===== config.mk =====
export PLATFORM = sky130hd
export DESIGN_NAME = rgb_cmd_rx
export DESIGN_NICKNAME = d
export VERILOG_FILES = /design/src/rtl/rgb_pkg.sv /design/src/rtl/uart_rx_core.sv /design/src/rtl/rgb_cmd_rx.sv
export SDC_FILE = /design/constraint.sdc
export NUM_CORES = 1
export LEC_CHECK = 0
export ABC_AREA = 1
export CORE_ASPECT_RATIO = 0.7
export CORE_MARGIN = 2
export CORE_UTILIZATION = 62
export CTS_CLUSTER_SIZE = 25
export DETAILED_ROUTE_END_ITERATION = 7
export PLACE_DENSITY_LB_ADDON = 0.12
export SLEW_MARGIN = 20
export SYNTH_ARGS = -nofsm -noshare
export SYNTH_HDL_FRONTEND = slang
export SYNTH_HIERARCHICAL = 1
export SYNTH_SLANG_ARGS = --single-unit

===== constraint.sdc =====
create_clock -name clk -period 3.6 [get_ports clk]
set_clock_uncertainty 0.05 [all_clocks]
set_input_delay 0.54 -clock clk [delete_from_list [all_inputs] [get_ports clk]]
set_output_delay 0.54 -clock clk [all_outputs]
set_load 0.01 [all_outputs]

===== src/rtl/rgb_pkg.sv =====
// Shared types and constants for the UART-controlled RGB LED block:
// color and receiver state enums, ASCII command bytes and the decode helpers.
package rgb_pkg;

  typedef enum logic [2:0] {
    OFF,
    RED,
    GREEN,
    BLUE,
    YELLOW,
    CYAN,
    MAGENTA,
    WHITE
  } color_t;

  typedef enum logic [1:0] {
    IDLE,
    START,
    DATA,
    STOP
  } rx_state_t;

  localparam logic [7:0] CMD_RED     = 8'h52;  // 'R'
  localparam logic [7:0] CMD_GREEN   = 8'h47;  // 'G'
  localparam logic [7:0] CMD_BLUE    = 8'h42;  // 'B'
  localparam logic [7:0] CMD_YELLOW  = 8'h59;  // 'Y'
  localparam logic [7:0] CMD_CYAN    = 8'h43;  // 'C'
  localparam logic [7:0] CMD_MAGENTA = 8'h4D;  // 'M'
  localparam logic [7:0] CMD_WHITE   = 8'h57;  // 'W'
  localparam logic [7:0] CMD_OFF     = 8'h4B;  // 'K'

  // Unknown command bytes keep the current color.
  function automatic color_t decode_cmd(input logic [7:0] cmd, input color_t cur);
    color_t c;
    case (cmd)
      CMD_RED:     c = RED;
      CMD_GREEN:   c = GREEN;
      CMD_BLUE:    c = BLUE;
      CMD_YELLOW:  c = YELLOW;
      CMD_CYAN:    c = CYAN;
      CMD_MAGENTA: c = MAGENTA;
      CMD_WHITE:   c = WHITE;
      CMD_OFF:     c = OFF;
      default:     c = cur;
    endcase
    return c;
  endfunction

  // Returns {red, green, blue}, active-high.
  function automatic logic [2:0] color_rgb(input color_t c);
    logic [2:0] rgb;
    case (c)
      RED:     rgb = 3'b100;
      GREEN:   rgb = 3'b010;
      BLUE:    rgb = 3'b001;
      YELLOW:  rgb = 3'b110;
      CYAN:    rgb = 3'b011;
      MAGENTA: rgb = 3'b101;
      WHITE:   rgb = 3'b111;
      default: rgb = 3'b000;
    endcase
    return rgb;
  endfunction

endpackage


===== src/rtl/uart_rx_core.sv =====
// 8N1 UART deserializer with a 2-flop input synchronizer; produces a
// one-cycle rx_valid for a good frame or frame_err for a low stop bit.
module uart_rx_core
  import rgb_pkg::*;
#(
  parameter int CLKS_PER_BIT = 104
) (
  input  logic       clk,
  input  logic       rst,
  input  logic       rx,
  output logic       rx_valid,
  output logic [7:0] rx_byte,
  output logic       frame_err
);

  localparam int TW   = $clog2(CLKS_PER_BIT + 1);
  localparam int HALF = CLKS_PER_BIT / 2;

  rx_state_t      state;
  logic [1:0]     sync;
  logic [TW-1:0]  timer;
  logic [2:0]     bit_idx;
  logic [7:0]     shift;
  logic           rx_sync;

  assign rx_sync = sync[1];

  // Start is re-checked mid-bit so short glitches return to IDLE; every later
  // sample lands a whole bit period after that mid-bit point.
  always_ff @(posedge clk) begin
    if (rst) begin
      sync      <= 2'b11;
      state     <= IDLE;
      timer     <= '0;
      bit_idx   <= '0;
      shift     <= '0;
      rx_byte   <= '0;
      rx_valid  <= 1'b0;
      frame_err <= 1'b0;
    end else begin
      sync      <= {sync[0], rx};
      rx_valid  <= 1'b0;
      frame_err <= 1'b0;
      case (state)
        IDLE: begin
          if (!rx_sync) begin
            state <= START;
            timer <= '0;
          end
        end
        START: begin
          if (timer == TW'(HALF - 1)) begin
            if (rx_sync) begin
              state <= IDLE;
            end else begin
              state   <= DATA;
              timer   <= '0;
              bit_idx <= '0;
            end
          end else begin
            timer <= timer + TW'(1);
          end
        end
        DATA: begin
          if (timer == TW'(CLKS_PER_BIT - 1)) begin
            timer <= '0;
            shift <= {rx_sync, shift[7:1]};
            if (bit_idx == 3'd7) begin
              state <= STOP;
            end else begin
              bit_idx <= bit_idx + 3'd1;
            end
          end else begin
            timer <= timer + TW'(1);
          end
        end
        STOP: begin
          if (timer == TW'(CLKS_PER_BIT - 1)) begin
            state <= IDLE;
            timer <= '0;
            if (rx_sync) begin
              rx_byte  <= shift;
              rx_valid <= 1'b1;
            end else begin
              frame_err <= 1'b1;
            end
          end else begin
            timer <= timer + TW'(1);
          end
        end
        default: state <= IDLE;
      endcase
    end
  end

endmodule


===== src/rtl/rgb_cmd_rx.sv =====
// UART command receiver driving an active-low RGB LED from ASCII color bytes.
// Define RGB_CMD_TIMEOUT_EN to blank the LED after TIMEOUT idle clocks.
module rgb_cmd_rx
  import rgb_pkg::*;
#(
  parameter int CLK_FREQ = 12000000,
  parameter int BAUD     = 115200,
  parameter int TIMEOUT  = 24000000
) (
  input  logic       clk,
  input  logic       rst,
  input  logic       uart_rx,
  output logic       RGB_R,
  output logic       RGB_G,
  output logic       RGB_B,
  output logic       rx_valid,
  output logic [7:0] rx_byte,
  output logic       frame_err
);

  localparam int CLKS_PER_BIT = CLK_FREQ / BAUD;

  color_t color;
  color_t color_next;

  uart_rx_core #(
    .CLKS_PER_BIT(CLKS_PER_BIT)
  ) u_core (
    .clk      (clk),
    .rst      (rst),
    .rx       (uart_rx),
    .rx_valid (rx_valid),
    .rx_byte  (rx_byte),
    .frame_err(frame_err)
  );

`ifdef RGB_CMD_TIMEOUT_EN
  localparam int CW = $clog2(TIMEOUT + 1);

  logic [CW-1:0] idle_cnt;
  logic          timed_out;

  assign timed_out = (idle_cnt == CW'(TIMEOUT - 1));

  // Counter parks at TIMEOUT-1 so the blanking stays in force until a new byte.
  always_ff @(posedge clk) begin
    if (rst) begin
      idle_cnt <= '0;
    end else if (rx_valid) begin
      idle_cnt <= '0;
    end else if (!timed_out) begin
      idle_cnt <= idle_cnt + CW'(1);
    end
  end

  always_comb begin
    color_next = color;
    if (rx_valid) begin
      color_next = decode_cmd(rx_byte, color);
    end else if (timed_out) begin
      color_next = OFF;
    end
  end
`else
  logic unused_timeout;
  assign unused_timeout = ^TIMEOUT;

  always_comb begin
    color_next = color;
    if (rx_valid) begin
      color_next = decode_cmd(rx_byte, color);
    end
  end
`endif

  // Pins load from color_next so they move in the same edge as the register.
  always_ff @(posedge clk) begin
    if (rst) begin
      color                 <= OFF;
      {RGB_R, RGB_G, RGB_B} <= 3'b111;
    end else begin
      color                 <= color_next;
      {RGB_R, RGB_G, RGB_B} <= ~color_rgb(color_next);
    end
  end

endmodule


# Yosys cells after proc, flatten, opt, wreduce, memory -nomap -nowiden
# Cells that the tools add are included.
op_classes:
  add_sub_neg: 2
  n_eq_ne: 28
  muxes: 22
  bitwise: 3
  reduce_logical: 8
ops:
  columns: ["cell", "n"]
  rows:
  - ["8-bit by 7-bit == test with 1-bit output, second input constant", 8]
  - ["3-bit one-hot mux with 8 select lines", 1]
  - ["7-bit two-way mux", 3]
  - ["3-bit one-hot mux with 7 select lines", 1]
  - ["7-bit one-hot mux with 3 select lines", 1]
  - ["3-bit two-way mux", 6]
  - ["3-bit == test, second input constant", 5]
  - ["2-bit two-way mux", 6]
  - ["5-bit AND reduction", 2]
  - ["2-bit by 1-bit != test with 1-bit output, second input constant", 4]
  - ["2-bit one-hot mux with 4 select lines", 1]
  - ["7-bit by 1-bit adder with 7-bit output, second input constant", 1]
  - ["7-bit by 6-bit == test with 1-bit output, second input constant", 1]
  - ["7-bit == test, second input constant", 1]
  - ["3-bit by 2-bit == test with 1-bit output, second input constant", 2]
  - ["2-bit != test, second input constant", 3]
  - ["3-bit one-hot mux with 2 select lines", 1]
  - ["2-bit == test, second input constant", 2]
  - ["3-bit by 1-bit adder with 3-bit output, second input constant", 1]
  - ["3-bit by 1-bit == test with 1-bit output, second input constant", 1]
  - ["3-bit NOT", 1]
  - ["3-bit AND reduction", 1]
  - ["3-bit OR reduction", 1]
  - ["2-bit by 1-bit == test with 1-bit output, second input constant", 1]
  - ["other kinds (6)", 8]
totals:
  reg_bits: 38
  inputBits: 3
  out_inout_bits: 13
  word_cells: 75

# Longest topological paths before layout
logic_depth:
  depth_word: 7
  depth_mapped: 13
  ltp_nobuf: 13

# Modules after synthesis
# The synthesis kept the hierarchy.
modules_own_cells:
  columns: ["module", "n_inst", "cells_each", "area_each_um2", "seq_area_each_um2"]
  rows:
  - ["uart_rx_core", 1, 199, 1448.9, 640.6]
  - ["rgb_cmd_rx", 1, 96, 543.0, 120.1]

# Least setup slack after synthesis
# OpenSTA, ideal clock, no wires.
synth_path:
  kind: "reg-to-reg"
  start: "register u_core.rx_byte[3]"
  end: "register RGB_G"
  setup_ps: 113
  t_arrival_ps: 1288
  required_ps: 3437
  slack_ps: 2148
  path_stages_with_launch: 14
  path_buffers: 0
  synth_period_minus_slack_ps: 1452
  path_cell_list: "dfxtp_1 > inv_2 > nand2_2 > nor2_1 > nand2_2 > nand2_2 > nor2_2 > nand2_4 > nand2_4 > nand2_2 > nand2_2 > nand2_2 > nand2_1 > nand2_1"
synth_between:
  elab_chain_len: 7
  elab_cells_between_ends: 20
  classes_between: "eq/ne: 15; mux: 4; bitwise: 1"
synth_rtl:
  columns: ["item", "line", "text"]
  rows:
  - ["start, declared", "uart_rx_core.sv:12", "output logic [7:0] rx_byte,"]
  - ["start signal, assigned", "uart_rx_core.sv:82", "rx_byte <= shift;"]
  - ["8-bit by 7-bit == test with 1-bit output", "rgb_pkg.sv:35", "case (cmd)"]
  - ["3-bit one-hot mux with 8 select lines (*)", "rgb_pkg.sv:35", null]
  - ["3-bit two-way mux (*)", "rgb_cmd_rx.sv:70", "if (rx_valid) begin"]
  - ["3-bit == test (tied with other cells)", "rgb_pkg.sv:52", "case (c)"]
  - ["3-bit one-hot mux with 7 select lines (*)", "rgb_pkg.sv:52", null]
  - ["3-bit two-way mux (*)", "rgb_cmd_rx.sv:78", "if (rst) begin"]
  - ["3-bit NOT (*)", "rgb_cmd_rx.sv:83", "{RGB_R, RGB_G, RGB_B} <= ~color_rgb(color_next);"]
  - ["end signal, assigned", "rgb_cmd_rx.sv:83", null]
  - ["end, declared", "rgb_cmd_rx.sv:14", "output logic RGB_G,"]
# Mark *: on every way between the ends. The rest lies on a longest branch, timed or not. The select of a mux whose other input is x is not followed.
# A chain may end at the register's enable or synchronous reset.

==> impl_metrics.toml <==
[status]
status = "finished clean"

[pwr]
cellPowerDensity_nw_per_um2 = 357
cellLeakagePower_nw = 1.04
vdd.ir_drop.worst_mv = 0.290

[global_routing]
grt_antenna_before_repair = 0
grt_max_degree = 21
grt_pass1_vias = 1550
grt_pass1_wl_mm = 7.02
grt-ovfl-total = 0
grt_use_total_pct = 24.8

[place]
place_congestion = 0.851
dp.cells = 342
port_buffers = 15
dp_worst_setup_slack_ps = 1320
dp_hpwl_mm = 2.91

[cts]
ctsResizeCount = 0
htreeDepth = 2
clockBufferDepth = 2
cts_hold_buf = 0
clk_pin_slew_ps = 70
cts_tree = "yes"
cts_num_sinks = 38
cts_made_buffers = 5
cts_setup_buffers = 0
ctsRootBufferMaster = "clkbuf_8"
clk-insertion-delay-late_ps = 290

[drt]
top_layer = "met3"
drt-total-wl_mm = 4.12
ant_nets = 0
drt-initial-drc-count = 200
viasPerCell = 5.23
vias = 1831
drc = 0
detail_route.wl_per_cell_um = 11.8
detail_route.first_pass.iterations = 5
wl_met3_um = 273
routedLengthMet1_mm = 2.27
route.met2.wl_mm = 1.58

[floorplanning]
rows = 17
fp.dieW_um = 71.7
die_h_um = 51.4
fp.coreArea_um2 = 3110
boundaryPins = 16
start_util_pct = 64.1
dieArea_um2 = 3690

[critical_path]
critPathRequiredTime_ps = 3730
r2r_slack_ps = 1860
cp_data_arrival_time_ps = 2180
crit_path_max_fanout = 20
endpoint_kind = "register"
critPathKind = "input pin to register"
r2r_start = "u_core/timer[0]$_SDFF_PP0_"
rr_worst_depth = 10
startpoint_type = "input pin"
r2r-end = "u_core/timer[5]$_SDFF_PP0_"

[finish]
fin_nets = 317
post-route-util_pct = 72.2
instances_no_fill = 350
drive_above_1_share_pct = 16.0
diodes = 0
areaGrowthSynthToFinish_pct = 12.6

[timing]
min_period_ps = 2040
hold_ws_ps = 372
tns_ps = 0
worst_slack_ps = 1560
slew_viol_final = 0
rsz0062_at_grt = "false"
tightest_slew_ps = 715
relSlewSlack_pct = 52.2
setup_viol = 0
hold_viol = 0
fmax_mhz = 489
period_share_pct = 56.8

[synthesis]
synth-xor-area-share_pct = 0
synth_top_area_share_pct = 38.2
synth_top_family_by_area = "simple AND/OR/NAND/NOR gates"
synth.distinct_cells = 30
ys_seq_area_share_pct = 38.2
synth_seq_cells = 38
syn_inst = 295
synth.area.top_cells = "dfxtp_1 38%, nand2_1 14%, nor2_1 7.7%"
synth_warnings = 6
syn_avg_cell_area_um2 = 6.75
synth.net_count = 301
synth-compound-area-share_pct = 10.2
syn_area_um2 = 1990
synth_largest_area_cell = "dfxtp_1"
synth-simple-area-share_pct = 40.6
synth_mux_area_share_pct = 0
synth_fa_ha_area_share_pct = 1.88

[min_path]
hold_path_depth = 1
hold_path.class = "register to register"
hold_start = "u_core/sync[0]$_SDFF_PP1_"
min_to = "u_core/sync[1]$_SDFF_PP1_"

[job]
max_cap_violations = 0
[area by class of cell]
class	instances	area, um^2
clock buffers	7	86.3
clock inverters	1	5.00
fillers	254	863
inverters	35	141
multi-input cells	216	1050
flip-flops and latches	38	761
well taps	38	47.5
repair buffers	15	150
[registers in the layout (all words and copies together) (netlist names), named ones only]
| name | count |
|---|---|
| RGB_G | 1 |
| color | 3 |
| u_core/frame_err | 1 |
| u_core/rx_byte | 8 |
| u_core/timer | 7 |
| u_core/rx_valid | 1 |
| u_core/shift | 8 |
| u_core/sync | 2 |
| RGB_B | 1 |
| u_core/bit_idx | 3 |
| RGB_R | 1 |
| u_core/state | 1 |
[worst max-delay path by stage]
stage,end,start,cells after the start,slack [ps]
detailed placement,u_core/shift[7]$_SDFFE_PP0P_,rst,4,1320
finish,u_core/timer[5]$_SDFF_PP0_,rst,4,1560
CTS,u_core/timer[5]$_SDFF_PP0_,rst,4,1620
floorplan,RGB_G$_SDFF_PP1_,u_core/rx_byte[3]$_SDFFE_PP0P_,13,2150
global route,u_core/rx_byte[3]$_SDFFE_PP0P_,rst,4,1450
global placement,u_core/timer[5]$_SDFF_PP0_,rst,4,1360
[synth_stat cells]
cell type and number:
inv_2 10, clkinv_4 2, nand4_2 1, ha_1 3, nor2_2 5, nand2_4 3, buf_2 1, a21oi_1 18
nand3_1 17, nand2_2 16, a21o_1 1, clkbuf_1 2, o21ai_0 16, nand4_1 3, nor2_1 41, nor2_4 2
nor3_1 3, buf_1 1, dfxtp_1 38, inv_1 23, or2_2 2, or2_1 1, nand3b_1 3, nand3_2 1
a21oi_2 1, buf_8 1, o21bai_1 1, buf_4 1, o21ai_1 2, nand2_1 76
[power breakdown]
group	internal, W	total (W)	switching (W)
Clock	0.000154	0.000299	0.000144
Combinational	0.0000199	0.0000647	0.0000448
Sequential	0.000426	0.000437	0.0000105
Total	0.000601	0.000800	0.000199
[kinds of logic (layout without fill, tap and decap cells)]
| logic type | after synthesis | in the layout |
|---|---|---|
| buf+inv | 41 | 58 |
| fa+ha+maj | 3 | 3 |
| compound gates | 39 | 39 |
| simple gates | 174 | 174 |
| flops | 38 | 38 |
[layer usage]
layer  track usage, %  vias up
met5                0        -
met3             9.66        0
met4             4.40        0
li1                 -      960
met1             36.7      801
met2             34.1       70
[critical path, cell delays in order]
cell	delay, ps
clkdlybuf4s50_1	930
inv_1	430
o21ai_0	200
nor2_1	70
[per-stage QoR]
stage	instance area (um^2)	total power, W
detailed placement	2150	0.000509
finish	2240	0.000800
floorplan	1990	0.000493
global placement	2150	0.000508
CTS	2240	0.000804
global route	2240	0.000839
[placed cells by master (no fill, tap or decap), types with 5 or more instances in the layout]
master           synthesis  layout
nand3_1                 17      17
dfxtp_1                 38      38
clkdlybuf4s50_1          0      15
inv_2                   10      10
inv_1                   23      23
nor2_2                   5       5
a21oi_1                 18      18
clkbuf_8                 0       6
nand2_1                 76      76
o21ai_0                 16      16
nor2_1                  41      41
nand2_2                 16      16
(Power assumes the default switching activity.)
